$ cat src/rtl/coord_clamp.sv
// rtl/coord_clamp.sv - one-axis add-and-saturate to the last on-screen pixel
module coord_clamp #(
  parameter int W     = 9,
  parameter int LIMIT = 400
) (
  input  logic [W-1:0] i_base,
  input  logic [W-1:0] i_offset,
  output logic [W-1:0] o_coord
);

  localparam logic [W:0] MAX_C = (W+1)'(LIMIT - 1);

  logic [W:0] sum;

  // Sum carries one extra bit so an overflow saturates instead of wrapping to a low coordinate
  always_comb begin
    sum     = {1'b0, i_base} + {1'b0, i_offset};
    o_coord = (sum > MAX_C) ? MAX_C[W-1:0] : sum[W-1:0];
  end

endmodule

$ cat config.mk
export PLATFORM = sky130hd
export DESIGN_NAME = coord_clamp
export DESIGN_NICKNAME = d
export VERILOG_FILES = /design/src/rtl/coord_clamp.sv
export SDC_FILE = /design/constraint.sdc
export NUM_CORES = 1
export LEC_CHECK = 0
export BUFFER_PORTS_ARGS = -buffer_cell sky130_fd_sc_hd__buf_2
export CORE_AREA = 2 2 39 41
export DETAILED_ROUTE_END_ITERATION = 7
export DIE_AREA = 0 0 41 43
export PLACE_DENSITY = 0.71
export SLEW_MARGIN = 0
export SYNTH_ARGS = -nofsm -noshare
export SYNTH_HDL_FRONTEND = slang
export SYNTH_SLANG_ARGS = --single-unit
$ cat constraint.sdc
create_clock -name vclk -period 2.65
set_input_delay 0.265 -clock vclk [all_inputs]
set_output_delay 0.265 -clock vclk [all_outputs]
set_load 0.05 [all_outputs]
After elaboration in Yosys (flattened, before gate mapping)
Cells that the tools add are included.
{ "word_totals": {"reg_bits": 0, "in_bits": 18, "wordCells": 3} }
{ "classes": {"addsub": 1, "n_lt_le_gt_ge": 1, "muxes": 1} }
{ "op_table": {"columns": ["operator", "n"], "rows": [
  ["9-bit by 9-bit adder with 10-bit output", 1],
  ["10-bit by 9-bit greater-than comparator with 1-bit output (second input constant)", 1],
  ["9-bit 2-to-1 mux", 1]
]} }

Depth between registers and ports, before layout
{ "logic_depth": {"word_depth": 3, "depth_mapped": 8, "ltp_nobuf": 8} }

Least setup slack after synthesis
No wires, ideal clock.
{ "synth_timing": {"path_kind": "input to output", "start": "input port i_base[0]", "end": "output port o_coord[4]", "arrival_time_ns": 3.297, "required_time_ns": 2.385, "path_slack_ns": -0.912, "stages": 8, "path_cell_list": "ha_1 > fa_1 > a211oi_2 > nor3_2 > mux2i_1 > a2111oi_2 > nor2_1 > nor4_1"} }
{ "synth_via": {"elab_chain_len": 3} }
{ "synth_rtl": {"columns": ["element", "line", "source"], "rows": [
  ["start: declaration", "6", "input logic [W-1:0] i_base,"],
  ["9-bit by 9-bit adder with 10-bit output *", "17", "sum = {1'b0, i_base} + {1'b0, i_offset};"],
  ["10-bit by 9-bit greater-than comparator with 1-bit output", "18", "o_coord = (sum > MAX_C) ? MAX_C[W-1:0] : sum[W-1:0];"],
  ["9-bit 2-to-1 mux *", "18", null],
  ["end: declaration", "8", "output logic [W-1:0] o_coord"]
]} }
Every way passes the cells marked *; elsewhere a longest branch is shown, timed or not.

Final worst setup path
{ "layout_timing": {"start": "input port i_offset[0]", "end": "output port o_coord[6]"} }
{ "layout_via": {"elab_chain_len": 3} }
{ "layout_rtl": {"columns": ["element", "line", "source"], "rows": [
  ["start: declaration", "7", "input logic [W-1:0] i_offset,"],
  ["9-bit by 9-bit adder with 10-bit output *", "17", null],
  ["10-bit by 9-bit greater-than comparator with 1-bit output", "18", null],
  ["9-bit 2-to-1 mux *", "18", null]
]} }
Marks and branches as above.

==> impl_results.rst <==
.. list-table::
   :header-rows: 1

   * - Metric
     - Value
   * - Result of the run
     - complete, no violations
   * - Post-route setup slack
     - about 0.054 ns
   * - Synth cell types
     - 30
   * - Max-slew violations
     - 0
   * - Boundary pin count
     - 27
   * - Antenna violations before repair
     - 0
   * - Fraction of the cycle the final worst path needs
     - 0.9797
   * - Per-cell routed wire length
     - roughly 12 um
   * - Area of the die
     - between 1500 and 2000 um2
   * - Number of input and output port buffers inserted
     - 27
   * - Syn_nets
     - 95
   * - CP arrival
     - about 2.3 ns
   * - Vias per std cell
     - 5.324
   * - Final instance area
     - 810.8 um2
   * - Kind of path behind the tightest hold check
     - input port to primary output
   * - Seq cells
     - 0
   * - Post-route insts no fill
     - ~110
   * - Count of mapped cells out of synthesis
     - 67
   * - Detailed placement HPWL
     - between 1000 and 1500 um
   * - Residual antenna-violating net count after detailed routing
     - 0
   * - Post-layout power
     - between 0.3 and 0.4 mW
   * - Core ar.
     - about 1400 um2
   * - Proportion of layout cells with a drive suffix above 1
     - 0.4632
   * - DRC violation count after routing
     - 0
   * - Largest family of logic cells by synthesized area
     - simple AND/OR/NAND/NOR gates
   * - Peak supply drop
     - about 0.16 mV
   * - Setup crit end kind
     - primary output
   * - Worst path max stage delay
     - approximately 0.42 ns
   * - Layout Nets
     - 125
   * - Critical path type
     - input port to primary output
   * - Chain of cells forming the critical path
     - buf_6, ha_4, fa_2, a211oi_4, nor3_2, mux2i_1, a2111oi_4, a311o_2, and3_4, buf_8
   * - Pin slew with the least headroom to its limit
     - approximately 0.35 ns
   * - Die Span Y
     - 43 um
   * - Simple logic cell fraction of the synthesized area
     - 0.3046
   * - Cell row count
     - 14
   * - Ys Warns
     - 0
   * - Kind of launch point of the worst setup path
     - input port
   * - Required time at the endpoint of the critical path
     - around 2.4 ns
   * - CP Max Fanout
     - 5
   * - Power density of the placed cells
     - about 430 nW/um2
   * - Count of clock buffers in the final design
     - 0
   * - Fin crit period
     - about 2.6 ns
   * - Count of buffering cells on the critical path with inverters included
     - 2
   * - DRC violation total after the first TritonRoute iteration
     - 0
   * - Max-slew headroom at the worst pin
     - 0.7658
   * - Area Overhead vs Synth
     - 55.40%
   * - Cell family contributing the most delay on the critical path
     - compound AO/OA/AOI/OAI gates
   * - Max-capacitance violation count
     - 0
   * - Compound-Gate Fraction of Synth Area
     - 0.2590
   * - Setup Buffers After CTS
     - 0
   * - Final Hold Slack
     - a little under 1 ns
   * - Maximum number of pins on one net before global-route repair
     - 8
   * - Setup repair after global routing missed its margin
     - true
   * - XOR/XNOR share of the synthesized area
     - 0.1007
   * - Placed Area
     - between 700 and 800 um2
   * - First drt pass iteration count
     - 1
   * - Total global routing overflow
     - 0
   * - Cell total after placement
     - 111
   * - Leak Pwr
     - roughly 0.36 nW
   * - Worst Setup Slack post-DPL
     - -0.1111 ns
   * - GRT Util Overall
     - 0.1628
   * - Total area of sequential cells
     - 0 um2
   * - Antenna Cells
     - 0
   * - Number of failing setup endpoints in the final timing report
     - 0
   * - Vias after detailed routing
     - 591
   * - Average cell area after synthesis
     - between 7 and 8 um2
   * - Share of cell area taken by muxes after synthesis
     - 0.03837
   * - Fmax
     - 0.3852 GHz
   * - Final estimated routing congestion in global placement
     - 0.8121
   * - Largest cells by area after synthesis
     - ha_1 22%, xnor2_1 8.4%, a21oi_1 6.7%
   * - Hold depth
     - 4
   * - Total of hold buffers inserted after clock tree synthesis
     - 0
   * - Cell with the biggest individual delay on the critical path
     - a311o_2
   * - Area share of the largest cell type after synthesis
     - 0.2158
   * - Global-route wire length before repair
     - about 2100 um
   * - Sum of routed wire length over all layers
     - 1316 um
   * - Number of global-route vias before repair
     - ~550
   * - Hold endpoint
     - o_coord[0]
   * - Width of the die
     - just over 40 um
   * - Final hold viol count
     - 0
   * - Combined area of all synthesized cells
     - around 520 um2
   * - Initial standard-cell utilization of the core
     - 0.3770
   * - Synth Area in Adders
     - 0.2542
   * - Sequential fraction of the synthesis area
     - 0
   * - Hold path start
     - i_base[0]
   * - Cell accounting for the most synthesized area
     - ha_1
worst max-delay path by stage:
stage / from / to / slack, ns / depth (start not counted)
after floorplan: i_base[0] / o_coord[4] / -0.006 / 8
after global placement: i_base[0] / o_coord[4] / -0.06 / 10
after detailed placement: i_base[0] / o_coord[4] / -0.11 / 10
after CTS: i_base[0] / o_coord[4] / 0.007 / 10
after global routing: i_offset[0] / o_coord[6] / -0.04 / 10
final: i_offset[0] / o_coord[6] / 0.05 / 10
layout by cell type (no fill, tap or decap), drive strengths merged:
master,synthesis,routed
buf,2,30
o21bai,1,1
ha,9,9
o21ai,3,3
xnor2,5,5
nand4b,3,3
xor2,1,1
nand2b,1,1
a21o,3,3
nand3b,3,3
nor4,2,2
nor2b,1,1
nor3,2,2
o21a,1,1
mux2i,2,2
nand2,6,6
fa,1,1
a311o,1,1
and3,1,1
nor2,5,5
a2111oi,1,1
a211oi,1,1
inv,1,1
a21oi,8,8
nand3,3,3
per-layer routing:
metal  global-route usage  wire length (um)
met4                    0                 0
met2               0.2813               662
met3                    0                55
met5                    0                 0
met1               0.2310               598
cell usage after synthesis:
library cell	n
a311o_2	1
a21oi_1	7
o21a_1	1
inv_1	1
nor2_1	5
nand2_4	1
nor3_1	1
buf_6	1
ha_1	9
xor2_1	1
a211oi_2	1
and3_1	1
nand3_1	3
nor2b_1	1
nor4_1	2
nand3b_1	3
a2111oi_2	1
nor3_2	1
buf_4	1
a21o_1	3
o21ai_0	2
o21bai_1	1
xnor2_1	5
nand2_1	5
nand2b_1	1
nand4b_1	3
mux2i_1	2
o21ai_1	1
fa_1	1
a21oi_2	1
layout make-up:
cell class	count	area, um2
fillers	138	573.1
repair buffers	30	207.7
multi-input cells	64	579.3
inverters	1	3.754
well taps	16	20.02
cells by family after synthesis:
kind of cell	Yosys count
buffers and inverters	3
xor gates and xnor gates	6
muxes	2
and+or+nand+nor	27
adders and majority gates	10
AOI/OAI and AO/OA	19
power breakdown:
group	switching [mW]	internal [mW]
clock	0	0
sequential	0	0
combinational	0.212	0.139
per-stage QoR:
stage                       util  setup TNS [ns]
after floorplan                -       -0.006299
after global placement    0.5262        -0.09791
after detailed placement  0.5262         -0.1710
after CTS                 0.5470               0
after global routing      0.5859        -0.05139
final                     0.5859               0
tightest hold or removal path, delay by kind of cell:
kind | cells | cell delay [ns]
adder cells (fa/ha/maj) | 1 | 0.10
buffers and inverters | 2 | 0.23
AND/OR/NAND/NOR | 1 | 0.10
timing repair:
item                                    CTS  global route
pin swaps                                 4             6
gates resized for setup                   5            18
endpoints found under the setup margin    2             9
No activity file was read; power rests on OpenSTA's default activity.
